File: src/rtl/fifo_pkg.sv
`default_nettype none
// ============================================================================
//  Module      : fifo_pkg
//  Description : Shared constants and types for the Synchronous_FIFO family
//                and its first-word-fall-through read-side companion.
//                  c_FIFO_DATA_W - default word width
//                  c_FIFO_DEPTH  - FIFO depth shared with Synchronous_FIFO
//                  occ_state_t   - occupancy of the 2-entry head/skid buffer
//  Revision    : 1.0 - initial release
// ============================================================================
package fifo_pkg;

    localparam int c_FIFO_DATA_W = 8;
    localparam int c_FIFO_DEPTH  = 16;

    // Number of valid words held in the head/skid buffer.
    typedef enum logic [1:0] {
        EMPTY = 2'd0,
        ONE   = 2'd1,
        FULL2 = 2'd2
    } occ_state_t;

endpackage : fifo_pkg
`default_nettype wire

File: src/rtl/fwft_skid_buf.sv
`default_nettype none
// ============================================================================
//  Module      : fwft_skid_buf
//  Description : Two-entry (head + skid) word store with FIFO ordering.
//                The head entry is what the consumer sees; the skid entry
//                absorbs a word landing while the head is held.
//  Ports       : clk        - clock, posedge
//                rst        - asynchronous reset, active low
//                capture    - cap_data is written this cycle
//                cap_data   - incoming word
//                pop        - head is consumed this cycle (only while valid)
//                head_data  - current head word
//                valid      - head holds a word
//                occupancy  - number of held words (0..2)
//  Revision    : 1.0 - initial release
// ============================================================================
module fwft_skid_buf
    import fifo_pkg::*;
#(
    parameter int DATA_W = c_FIFO_DATA_W
) (
    input  logic              clk,
    input  logic              rst,
    input  logic              capture,
    input  logic [DATA_W-1:0] cap_data,
    input  logic              pop,
    output logic [DATA_W-1:0] head_data,
    output logic              valid,
    output logic [1:0]        occupancy
);

    occ_state_t        r_state;
    occ_state_t        w_state_nxt;
    logic [DATA_W-1:0] r_head;
    logic [DATA_W-1:0] r_skid;

    // State register
    always_ff @(posedge clk or negedge rst) begin
        if (!rst) begin
            r_state <= EMPTY;
        end else begin
            r_state <= w_state_nxt;
        end
    end

    // Next-state logic; capture together with pop leaves the count unchanged.
    always_comb begin
        w_state_nxt = r_state;
        case (r_state)
            EMPTY: begin
                if (capture) begin
                    w_state_nxt = ONE;
                end
            end
            ONE: begin
                if (capture && !pop) begin
                    w_state_nxt = FULL2;
                end else if (!capture && pop) begin
                    w_state_nxt = EMPTY;
                end
            end
            FULL2: begin
                if (pop && !capture) begin
                    w_state_nxt = ONE;
                end
            end
            default: begin
                w_state_nxt = EMPTY;
            end
        endcase
    end

    // Output logic
    always_comb begin
        valid     = (r_state != EMPTY);
        occupancy = r_state;
        head_data = r_head;
    end

    // Storage. A word always enters at the tail: the head when the head is
    // free (or leaving this cycle), the skid otherwise. Popping a full buffer
    // advances the skid into the head.
    always_ff @(posedge clk or negedge rst) begin
        if (!rst) begin
            r_head <= '0;
            r_skid <= '0;
        end else begin
            if (pop && (r_state == FULL2)) begin
                r_head <= r_skid;
                if (capture) begin
                    r_skid <= cap_data;
                end
            end else if (capture) begin
                if ((r_state == EMPTY) || pop) begin
                    r_head <= cap_data;
                end else begin
                    r_skid <= cap_data;
                end
            end
        end
    end

endmodule : fwft_skid_buf
`default_nettype wire

File: src/rtl/fifo_fwft_reader.sv
`default_nettype none
// ============================================================================
//  Module      : fifo_fwft_reader
//  Description : Read-side companion to Synchronous_FIFO. Issues FIFO reads
//                and hides the 1-cycle registered read latency behind a
//                first-word-fall-through valid/ready stream, sustaining one
//                word per clock through a 2-entry head/skid buffer.
//  Ports       : clk           - clock, posedge
//                rst           - asynchronous reset, active low
//                fifo_empty    - FIFO empty flag
//                fifo_data_out - FIFO read data, valid the cycle after a read
//                fifo_re_enb   - FIFO read enable (pop)
//                m_data        - stream data (head entry)
//                m_valid       - m_data holds a valid word
//                m_ready       - consumer accepts the word this cycle
//                word_cnt      - saturating delivered-word count
//                                (only with FWFT_STATS_EN)
//  Build macro : FWFT_STATS_EN - adds the word_cnt port and counter
//  Revision    : 1.0 - initial release
// ============================================================================
module fifo_fwft_reader
    import fifo_pkg::*;
#(
    parameter int DATA_W = c_FIFO_DATA_W,
    parameter int CNT_W  = 16
) (
    input  logic              clk,
    input  logic              rst,
    input  logic              fifo_empty,
    input  logic [DATA_W-1:0] fifo_data_out,
    output logic              fifo_re_enb,
    output logic [DATA_W-1:0] m_data,
    output logic              m_valid,
    input  logic              m_ready
`ifdef FWFT_STATS_EN
    ,
    output logic [CNT_W-1:0]  word_cnt
`endif
);

    logic       r_inflight;
    logic       w_pop;
    logic [1:0] w_occ;
    logic [2:0] w_level;

    assign w_pop = m_valid && m_ready;

    // Words already owned by the reader once this cycle's pop is taken out.
    // A new read is only allowed while that leaves a free buffer slot, so the
    // word it returns next cycle always has somewhere to land.
    assign w_level     = {1'b0, w_occ} + {2'b00, r_inflight} - {2'b00, w_pop};
    assign fifo_re_enb = rst && !fifo_empty && (w_level < 3'd2);

    // A read issued this cycle delivers its word on fifo_data_out next cycle.
    always_ff @(posedge clk or negedge rst) begin
        if (!rst) begin
            r_inflight <= 1'b0;
        end else begin
            r_inflight <= fifo_re_enb;
        end
    end

    fwft_skid_buf #(
        .DATA_W    (DATA_W)
    ) u_skid_buf (
        .clk       (clk),
        .rst       (rst),
        .capture   (r_inflight),
        .cap_data  (fifo_data_out),
        .pop       (w_pop),
        .head_data (m_data),
        .valid     (m_valid),
        .occupancy (w_occ)
    );

`ifdef FWFT_STATS_EN
    logic [CNT_W-1:0] r_word_cnt;

    // Saturating count of words accepted by the consumer.
    always_ff @(posedge clk or negedge rst) begin
        if (!rst) begin
            r_word_cnt <= '0;
        end else if (w_pop && (r_word_cnt != {CNT_W{1'b1}})) begin
            r_word_cnt <= r_word_cnt + {{(CNT_W-1){1'b0}}, 1'b1};
        end
    end

    assign word_cnt = r_word_cnt;
`else
    // CNT_W has no consumer in this build.
    logic [CNT_W-1:0] w_unused_cnt_w;
    assign w_unused_cnt_w = '0;
`endif

endmodule : fifo_fwft_reader
`default_nettype wire

File: config.mk
export PLATFORM = sky130hd
export DESIGN_NAME = fifo_fwft_reader
export DESIGN_NICKNAME = d
export VERILOG_FILES = /design/src/rtl/fifo_pkg.sv /design/src/rtl/fwft_skid_buf.sv /design/src/rtl/fifo_fwft_reader.sv
export SDC_FILE = /design/constraint.sdc
export NUM_CORES = 1
export LEC_CHECK = 0
export ABC_AREA = 1
export ABC_CLOCK_PERIOD_IN_PS = 5200
export CAP_MARGIN = 0
export CELL_PAD_IN_SITES_DETAIL_PLACEMENT = 2
export CELL_PAD_IN_SITES_GLOBAL_PLACEMENT = 2
export CORE_ASPECT_RATIO = 0.5
export CORE_MARGIN = 3
export CORE_UTILIZATION = 30
export CTS_CLUSTER_DIAMETER = 100
export CTS_CLUSTER_SIZE = 28
export DETAILED_ROUTE_END_ITERATION = 16
export PLACE_DENSITY_LB_ADDON = 0.08
export RECOVER_POWER = 25
export SLEW_MARGIN = 5
export SYNTH_ARGS = -nofsm -noshare
export SYNTH_HDL_FRONTEND = slang
export SYNTH_SLANG_ARGS = --single-unit
File: constraint.sdc
create_clock -name clk -period 5.2 [get_ports clk]
set_clock_uncertainty 0.2 [all_clocks]
set_input_delay 0.78 -clock clk [delete_from_list [all_inputs] [get_ports clk]]
set_output_delay 0.78 -clock clk [all_outputs]
set_load 0.03 [all_outputs]
==> results.sh, run 1 <==
export IMPL_die_area_mm2=0.004075
export IMPL_die_h_um=46.67
export IMPL_drt_total_wl_mm=2.923
export IMPL_slew_viol_final=0
export IMPL_async_flop_share_pct=100.0
export IMPL_synth_area_leaders="dfrtp_1 48%, nand2_1 23%, nand4_1 5.7%"
export IMPL_criticalPathCategory="input port to output port"
export IMPL_rows=14
export IMPL_p_seq_share_pct=40.0
export IMPL_min_path_type="flop to flop"
export IMPL_synthTopCellsByCount="62 x nand2_1, 19 x dfrtp_1, 10 x nand3_1"
export IMPL_vias=914
export IMPL_synth_top_area_share_pct=47.92
export IMPL_cts_buffers=3
export IMPL_antenna_cells=0
export IMPL_drt_vias_per_instance=4.862
export IMPL_path_buf_inv=3
export IMPL_cts_clk_slew_worst_paths_ns=0.07
export IMPL_grt_pass1_wl_mm=4.830
export IMPL_cts_resized_gates=0
export IMPL_first_pass_iters=4
export IMPL_r2r_cells=6
export IMPL_p_comb_share_pct=43.9
export IMPL_drive_above_1_share_pct=8.108
export IMPL_worst_slew_pin_slew_ns=1.099
export IMPL_stdcell_count=188
export IMPL_ys_ff_latch=19
export IMPL_gp_congestion=0.7147
export IMPL_grt_pass1_vias=915
export IMPL_peakVddDrop_mv=0.2112
export IMPL_cts_setup_buffers=0
export IMPL_area_growth_pct=28.88
export IMPL_fin_crit_sh_pct=86.97
export IMPL_p_sw_share_pct=42.94
export IMPL_critPathRequiredTime_ns=4.22
export IMPL_dieWidth_um=87.33
export IMPL_fmax_mhz=221.1
export IMPL_synth_most_common_cell="nand2_1"
export IMPL_clk_path_buf_depth=2
export IMPL_switchingPower_mw=0.2858
export IMPL_worst_setup_path_start_kind="input port"
export IMPL_wl_per_cell_um=15.55
export IMPL_max_cap_violations=0
export IMPL_rsz0062_at_grt="false"
export IMPL_cp_max_fo=12
export IMPL_avgSynthCellArea_um2=7.875
export IMPL_root_buffer="clkbuf_8"
export IMPL_cp_common_cell="nand2_1"
export IMPL_ys_warn_count=0
export IMPL_path_cells="clkdlybuf4s50_1 -> inv_1 -> nand2_1 -> nand2_1 -> nand2_1 -> fa_1 -> nand2_1 -> nor3_1 -> clkdlybuf4s50_1"
export IMPL_nets=162
export IMPL_intPower_mw=0.3798
export IMPL_grt_overflow_total=0
export IMPL_slew_headroom_pct=26.74
export IMPL_fin_crit_ns=4.522
export IMPL_cp_slowest_stage_delay_ns=0.71
export IMPL_hold_viol=0
export IMPL_setup_tns_ns=0
export IMPL_start_util_pct=32.18
export IMPL_clk_insertion_delay_late_ns=0.26
export IMPL_cts_sinks=19
export IMPL_hold_slack_ns=0.2827
export IMPL_core_area_mm2=0.003083
export IMPL_clkPwrFrac_pct=16.1
export IMPL_critPathCaptureType="output port"
export IMPL_dp_cells=184
export IMPL_cp_depth=9
export IMPL_antenna_left=0
export IMPL_worstHoldPathCells=2
export IMPL_status="finished, final reports clean"
export IMPL_io_pins=22
export IMPL_drtIter0Drc=29
export IMPL_hold_buffers=0
export IMPL_hpwl_mm=2.029
export IMPL_slowest_stage="clkdlybuf4s50_1"
export IMPL_grt_max_degree=21
export IMPL_grt_usage_pct=16.65
export IMPL_portBuffers=21
export IMPL_finalSetupViolations=0
export IMPL_syn_inst=126
export IMPL_synth_edf_count=0
export IMPL_yosysTopAreaCell="dfrtp_1"
export IMPL_remaining_drc_errors=0
export IMPL_cp_arrival_ns=3.54
export IMPL_synth_nets=139
export IMPL_p_leak_nw=0.6597
export IMPL_p_per_area_mw_per_mm2=520.5
export IMPL_ys_seq_area_share_pct=47.92
export IMPL_tritoncts="yes"
export IMPL_cpLargestDelayFamily="buffers and inverters"
export IMPL_synth_flop_cell="dfrtp_1"
export IMPL_htree_num_levels=1
export IMPL_synth_area_um2=992.2
export IMPL_antenna_found_initial=0
export IMPL_netlist_cell_type_count=21
[cell families (layout without fill, tap and decap cells)]
| kind of cell | Yosys count | after routing | share of synthesized area [%] |
|---|---|---|---|
| buf+inv | 11 | 33 | 5.295 |
| xor+xnor | 1 | 1 | 0.8829 |
| flops | 19 | 19 | 47.92 |
| simple gates | 90 | 90 | 40.73 |
| compound gates | 4 | 4 | 3.152 |
| fa+ha+maj | 1 | 1 | 2.018 |
[stage by stage]
| stage | utilization [%] | instance area (um2) | setup WS (ns) | power (mW) |
|---|---|---|---|---|
| 2_1_floorplan | - | 992.2 | 1.823 | 0.4446 |
| 3_3_place_gp | 40.14 | 1237 | 0.7523 | 0.5537 |
| 3_5_place_dp | 40.14 | 1237 | 0.7210 | 0.5646 |
| 4_1_cts | 41.60 | 1282 | 0.6844 | 0.6772 |
| 5_1_grt | 41.48 | 1279 | 0.4508 | 0.7237 |
| 6_report | 41.48 | 1279 | 0.6778 | 0.6656 |
[registers in the layout, indices dropped and copies added, names as in the netlist]
register and cells:
r_inflight 1, u_skid_buf.occupancy 2, u_skid_buf.head_data 8, u_skid_buf.r_skid 8
[layout by cell type, fill, tap and decap left out, types with 2 or more instances in the layout]
master	n
nand3_1	10
dfrtp_1	19
nor2_1	2
clkbuf_8	3
nand4_1	9
nand2_2	2
clkbuf_1	2
clkdlybuf4s50_1	20
nand2_1	62
inv_1	5
nand2_4	2
[final timing paths]
kind                                         start                 endpoint  slack [ns]
setup reg to reg           u_skid_buf.occupancy[1]               r_inflight        2.91
hold reg to reg               u_skid_buf.r_skid[6]     u_skid_buf.r_skid[6]        0.28
hold / removal                u_skid_buf.r_skid[6]     u_skid_buf.r_skid[6]        0.28
max in group asynchronous                      rst  u_skid_buf.occupancy[0]        3.10
setup / recovery                           m_ready              fifo_re_enb        0.68
min in group asynchronous                      rst     u_skid_buf.r_skid[3]        1.04
[layer usage]
layer / vias to the layer above / share of wire, % / track usage, %
met5: - / 0 / 0
met4: 0 / 1.6 / 6.116
met3: 4 / 4.2 / 5.893
met2: 17 / 42 / 23.95
met1: 449 / 52 / 22.94
li1: 444 / - / -
[tightest hold or removal path, delay by kind of cell, from the launching register on]
| family | cells | cell delay (ns) |
|---|---|---|
| AND/OR/NAND/NOR | 2 | 0.11 |
| flip-flops | 1 | 0.35 |
[power groups by stage]
stage / clock, mW / combinational (mW) / sequential [mW]
floorplan: 0 / 0.135 / 0.310
global placement: 0 / 0.289 / 0.265
detailed placement: 0 / 0.298 / 0.267
CTS: 0.112 / 0.299 / 0.266
global route: 0.122 / 0.324 / 0.277
finish: 0.107 / 0.292 / 0.266
[cell type report]
type	instances	area, um2
tap	40	50.05
fill	366	1804
timing repair buffer	23	221.5
multi-input combinational	96	464.2
inverter	6	22.52
clock buffer	4	45.04
sequential	19	475.5
Power figures use the tool's default switching activity.
==> inputs of run 2 (changes only) <==
--- a/config.mk
+++ b/config.mk
@@ -10,7 +10,7 @@
 export CAP_MARGIN = 0
 export CELL_PAD_IN_SITES_DETAIL_PLACEMENT = 2
 export CELL_PAD_IN_SITES_GLOBAL_PLACEMENT = 2
-export CORE_ASPECT_RATIO = 0.5
+export CORE_ASPECT_RATIO = 0.75
 export CORE_MARGIN = 3
 export CORE_UTILIZATION = 30
 export CTS_CLUSTER_DIAMETER = 100
==> results.sh, run 2 (synthesis gave the netlist of run 1 again) <==
export IMPL_gp_congestion=0.7557
export IMPL_core_area_mm2=0.003042
export IMPL_wl_per_cell_um=15.04
export IMPL_setup_tns_ns=0
export IMPL_rows=17
export IMPL_antenna_left=0
export IMPL_r2r_setup_slack_ns=2.64
export IMPL_nets=161
export IMPL_root_buffer="clkbuf_8"
export IMPL_cts_sinks=19
export IMPL_r2r_end="r_inflight"
export IMPL_critPathCaptureType="output port"
export IMPL_grt_usage_pct=15.52
export IMPL_peakVddDrop_mv=0.1334
export IMPL_grt_pass1_wl_mm=4.878
export IMPL_die_area_mm2=0.004041
export IMPL_final_common_cell="nand2_1"
export IMPL_p_leak_nw=0.6583
export IMPL_htree_num_levels=1
export IMPL_dpl_cell_area_mm2=0.001227
export IMPL_antenna_found_initial=0
export IMPL_max_cap_violations=0
export IMPL_cp_slowest_stage_delay_ns=0.76
export IMPL_hold_slack_ns=0.2803
export IMPL_slowest_stage="clkdlybuf4s50_1"
export IMPL_cp_max_fo=12
export IMPL_holdCritStartpoint="u_skid_buf.r_skid[3]"
export IMPL_tritoncts="yes"
export IMPL_hpwl_mm=2.126
export IMPL_start_util_pct=32.62
export IMPL_vias=921
export IMPL_path_cells="clkdlybuf4s50_1 -> nand3_1 -> nand2_1 -> nand2_1 -> fa_1 -> nand2_1 -> nor3_1 -> clkdlybuf4s50_1"
export IMPL_worstHoldPathCells=2
export IMPL_cts_setup_buffers=0
export IMPL_slew_viol_final=0
export IMPL_remaining_drc_errors=0
export IMPL_utilization_pct=41.75
export IMPL_hold_viol=0
export IMPL_fin_area_mm2=0.001270
export IMPL_total_power_mw=0.6563
export IMPL_r2r_start="u_skid_buf.occupancy[1]"
export IMPL_fin_crit_ns=4.731
export IMPL_cts_buffers=3
export IMPL_first_pass_iters=4
export IMPL_io_pins=22
export IMPL_slew_headroom_pct=25.42
export IMPL_drive_above_1_share_pct=8.163
export IMPL_hold_buffers=0
export IMPL_drt_total_wl_mm=2.783
export IMPL_clk_insertion_delay_late_ns=0.25
export IMPL_fmax_mhz=211.4
export IMPL_grt_overflow_total=0
export IMPL_criticalPathCategory="input port to output port"
export IMPL_fin_crit_sh_pct=90.97
export IMPL_drt_vias_per_instance=4.978
export IMPL_clk_path_buf_depth=2
export IMPL_cts_resized_gates=0
export IMPL_nFillCells=366
export IMPL_cp_common_cell="nand2_1"
export IMPL_dieWidth_um=72.41
export IMPL_die_h_um=55.81
export IMPL_grt_max_degree=21
export IMPL_cp_arrival_ns=3.75
export IMPL_r2r_cells=6
export IMPL_finalSetupViolations=0
export IMPL_critPathRequiredTime_ns=4.22
export IMPL_drtIter0Drc=15
export IMPL_cts_clk_slew_worst_paths_ns=0.07
export IMPL_p_per_area_mw_per_mm2=516.8
export IMPL_status="finished, final reports clean"
export IMPL_portBuffers=21
export IMPL_rsz0062_at_grt="false"
export IMPL_grt_pass1_vias=989
export IMPL_antenna_cells=0
export IMPL_worst_setup_path_start_kind="input port"
export IMPL_min_path_type="flop to flop"
export IMPL_area_growth_pct=28.00
export IMPL_mostFrequentLayoutCells="62 x nand2_1, 20 x clkdlybuf4s50_1, 19 x dfrtp_1"
export IMPL_min_to="u_skid_buf.r_skid[3]"
export IMPL_worst_slew_pin_slew_ns=1.119
run 2: cell types whose count changed in the layout (fill, tap and decap cells not counted), sizes merged:
| cell | before | now |
|---|---|---|
| buf | 1 | 0 |
| clkinv | 0 | 1 |
| clkbuf | 5 | 4 |
run 2: worst max-delay path by stage:
stage          startpoint          end  depth (start not counted)
2_1_floorplan     m_ready  fifo_re_enb                          7
3_3_place_gp      m_ready  fifo_re_enb                          8
3_5_place_dp      m_ready  fifo_re_enb                          8
4_1_cts           m_ready  fifo_re_enb                          8
5_1_grt           m_ready  fifo_re_enb                          8
6_report          m_ready  fifo_re_enb                          8
run 2: metal layers:
layer,up-vias,track usage (%),part of all wire (%)
li1,445,-,-
met1,458,20.74,48
met2,16,25.81,47
met3,2,4.332,3.7
met4,0,1.579,0.65
met5,-,0,0
run 2: where the power goes:
| group | internal [mW] | switching [mW] | leakage (nW) |
|---|---|---|---|
| combinational | 0.111 | 0.179 | 0.393 |
| clock | 0.0532 | 0.0485 | 0.0255 |
| sequential | 0.214 | 0.0506 | 0.240 |
run 2: worst max-delay path: cells and delay by family:
family	cells	cell delay [ns]
buffers and inverters	2	1.48
and+or+nand+nor	5	0.97
adders and majority gates	1	0.51
run 2: per-stage QoR:
stage,setup slack [ns],instances
2_1_floorplan,1.823,126
3_3_place_gp,0.6099,181
5_1_grt,0.2117,185
4_1_cts,0.4569,185
6_report,0.4694,185
3_5_place_dp,0.4643,181
run 2: layout make-up:
type                            count  area [um2]  share of cell area [%]
Timing Repair Buffer               22       214.0                   16.85
Multi-Input combinational cell     96       464.2                   36.55
Inverter                            6       22.52                   1.773
Tap cell                           38       47.55                   3.744
Clock inverter                      1       5.005                  0.3941
Sequential cell                    19       475.5                   37.44
Clock buffer                        3       41.29                   3.251
==> inputs of run 3 (changes only) <==
--- a/config.mk
+++ b/config.mk
@@ -5,14 +5,13 @@
 export SDC_FILE = /design/constraint.sdc
 export NUM_CORES = 1
 export LEC_CHECK = 0
-export ABC_AREA = 1
 export ABC_CLOCK_PERIOD_IN_PS = 5200
 export CAP_MARGIN = 0
 export CELL_PAD_IN_SITES_DETAIL_PLACEMENT = 2
 export CELL_PAD_IN_SITES_GLOBAL_PLACEMENT = 2
 export CORE_ASPECT_RATIO = 0.75
 export CORE_MARGIN = 3
-export CORE_UTILIZATION = 30
+export CORE_UTILIZATION = 34
 export CTS_CLUSTER_DIAMETER = 100
 export CTS_CLUSTER_SIZE = 28
 export DETAILED_ROUTE_END_ITERATION = 16
==> results.sh, run 3 <==
export IMPL_p_leak_nw=0.5706
export IMPL_r2r_setup_slack_ns=3.08
export IMPL_r2r_start="u_skid_buf.occupancy[0]"
export IMPL_worst_setup_path_start_kind="input port"
export IMPL_portBuffers=21
export IMPL_wl_per_cell_um=17.50
export IMPL_holdCritStartpoint="u_skid_buf.r_skid[1]"
export IMPL_die_area_mm2=0.003715
export IMPL_final_common_cell="clkdlybuf4s50_1"
export IMPL_antenna_found_initial=0
export IMPL_hold_buffers=0
export IMPL_drtIter0Drc=39
export IMPL_cts_resized_gates=0
export IMPL_antenna_cells=0
export IMPL_cts_buffers=3
export IMPL_drt_vias_per_instance=5.255
export IMPL_grt_pass1_wl_mm=4.340
export IMPL_start_util_pct=37.36
export IMPL_finalSetupViolations=0
export IMPL_drive_above_1_share_pct=14.68
export IMPL_grt_pass1_vias=849
export IMPL_cts_setup_buffers=0
export IMPL_criticalPathCategory="input port to output port"
export IMPL_avgSynthCellArea_um2=11.64
export IMPL_min_path_type="flop to flop"
export IMPL_grt_usage_pct=15.77
export IMPL_clk_insertion_delay_late_ns=0.26
export IMPL_synth_most_common_cell="dfrtp_1"
export IMPL_status="finished, final reports clean"
export IMPL_async_flop_share_pct=100.0
export IMPL_synth_flop_cell="dfrtp_1"
export IMPL_synth_nets=101
export IMPL_first_pass_iters=4
export IMPL_cp_max_fo=14
export IMPL_dieWidth_um=69.39
export IMPL_synth_top_area_share_pct=46.40
export IMPL_met2_wirelength_mm=1.145
export IMPL_worst_slew_pin_slew_ns=1.127
export IMPL_drt_total_wl_mm=2.537
export IMPL_ys_warn_count=0
export IMPL_m1WireLength_mm=1.273
export IMPL_utilization_pct=47.40
export IMPL_tritoncts="yes"
export IMPL_hpwl_mm=1.790
export IMPL_synth_area_leaders="dfrtp_1 46%, mux2_4 12%, o211a_1 7.8%"
export IMPL_htree_num_levels=1
export IMPL_setup_tns_ns=0
export IMPL_slew_viol_final=0
export IMPL_pre_cts_ws_ns=0.6436
export IMPL_nets=123
export IMPL_netlist_cell_type_count=25
export IMPL_yosysTopAreaCell="dfrtp_1"
export IMPL_fmax_mhz=217.9
export IMPL_antenna_left=0
export IMPL_ys_ff_latch=19
export IMPL_synthTopCellsByCount="19 x dfrtp_1, 11 x o21ai_0"
export IMPL_remaining_drc_errors=0
export IMPL_fin_area_mm2=0.001300
export IMPL_hold_viol=0
export IMPL_dr_max_layer_used="met4"
export IMPL_r2r_cells=6
export IMPL_r2r_end="r_inflight"
export IMPL_rsz0062_at_grt="false"
export IMPL_die_h_um=53.55
export IMPL_clk_path_buf_depth=2
export IMPL_worstHoldPathCells=1
export IMPL_cp_arrival_ns=3.61
export IMPL_rows=16
export IMPL_area_growth_pct=26.86
export IMPL_fin_crit_sh_pct=88.24
export IMPL_synth_edf_count=0
export IMPL_core_area_mm2=0.002743
export IMPL_critPathCaptureType="output port"
export IMPL_cts_sinks=19
export IMPL_min_to="u_skid_buf.r_skid[1]"
export IMPL_synth_area_mm2=0.001025
export IMPL_slew_headroom_pct=24.90
export IMPL_gp_congestion=0.7533
export IMPL_critPathRequiredTime_ns=4.22
export IMPL_io_pins=22
export IMPL_vias=762
export IMPL_syn_inst=88
export IMPL_ys_seq_area_share_pct=46.40
export IMPL_root_buffer="clkbuf_8"
export IMPL_grt_overflow_total=0
export IMPL_grt_max_degree=21
export IMPL_dpl_cell_area_mm2=0.001259
export IMPL_setup_ws_ns=0.6117
export IMPL_fin_crit_ns=4.588
export IMPL_peakVddDrop_mv=0.2233
export IMPL_wl_met3_um=87
export IMPL_p_per_area_mw_per_mm2=533.5
export IMPL_mostFrequentLayoutCells="20 x clkdlybuf4s50_1, 19 x dfrtp_1, 11 x o21ai_0"
export IMPL_max_cap_violations=0
export IMPL_cts_clk_slew_worst_paths_ns=0.07
run 3: per-stage QoR:
stage / instances / hold WS (ns) / power (mW)
floorplan: 88 / 0.2723 / 0.4757
global placement: 141 / 0.2859 / 0.5851
global route: 145 / 0.3241 / 0.7397
finish: 145 / 0.3093 / 0.6935
detailed placement: 141 / 0.2884 / 0.5934
CTS: 145 / 0.3072 / 0.7035
run 3: cell families after synthesis:
family	count (synthesis)	synth area share [%]
AO/OA/AOI/OAI	23	15.75
buffers and inverters	7	3.541
multiplexers	9	12.70
flip-flops	19	46.40
adder cells (fa/ha/maj)	1	1.954
XOR/XNOR	1	0.8549
AND/OR/NAND/NOR	28	18.80
run 3: power by group:
| part | leakage [nW] | internal (mW) | switching (mW) |
|---|---|---|---|
| combinational | 0.329 | 0.169 | 0.157 |
| clock | 0.0228 | 0.0546 | 0.0511 |
| sequential | 0.219 | 0.212 | 0.0497 |
| total | 0.571 | 0.436 | 0.257 |
run 3: area by class of cell:
cell class              count  area, um2
multi-input cells          62      513.0
inverters                   2      7.507
clock buffers               4      45.04
fillers                   272       1443
flip-flops and latches     19      475.5
well taps                  36      45.04
repair buffers             22      214.0
run 3: worst max-delay path, cell delays in order:
cell	delay, ns
clkdlybuf4s50_1	0.68
or2b_2	0.44
o21ai_0	0.09
nand2_1	0.08
fa_1	0.51
nand2_1	0.07
nor3_1	0.24
clkdlybuf4s50_1	0.71
run 3: worst max-delay path by stage:
stage          slack [ns]     from          end  depth (start not counted)
3_5_place_dp         0.64  m_ready  fifo_re_enb                          8
4_1_cts              0.62  m_ready  fifo_re_enb                          8
2_1_floorplan        1.73  m_ready  fifo_re_enb                          7
3_3_place_gp         0.72  m_ready  fifo_re_enb                          8
6_report             0.61  m_ready  fifo_re_enb                          8
5_1_grt              0.38  m_ready  fifo_re_enb                          8
run 3: routing by layer:
metal / global-route usage, % / up-vias
met3: 4.664 / 5
met5: 0 / -
met2: 24.84 / 16
met4: 5.844 / 0
li1: - / 351
met1: 20.85 / 390
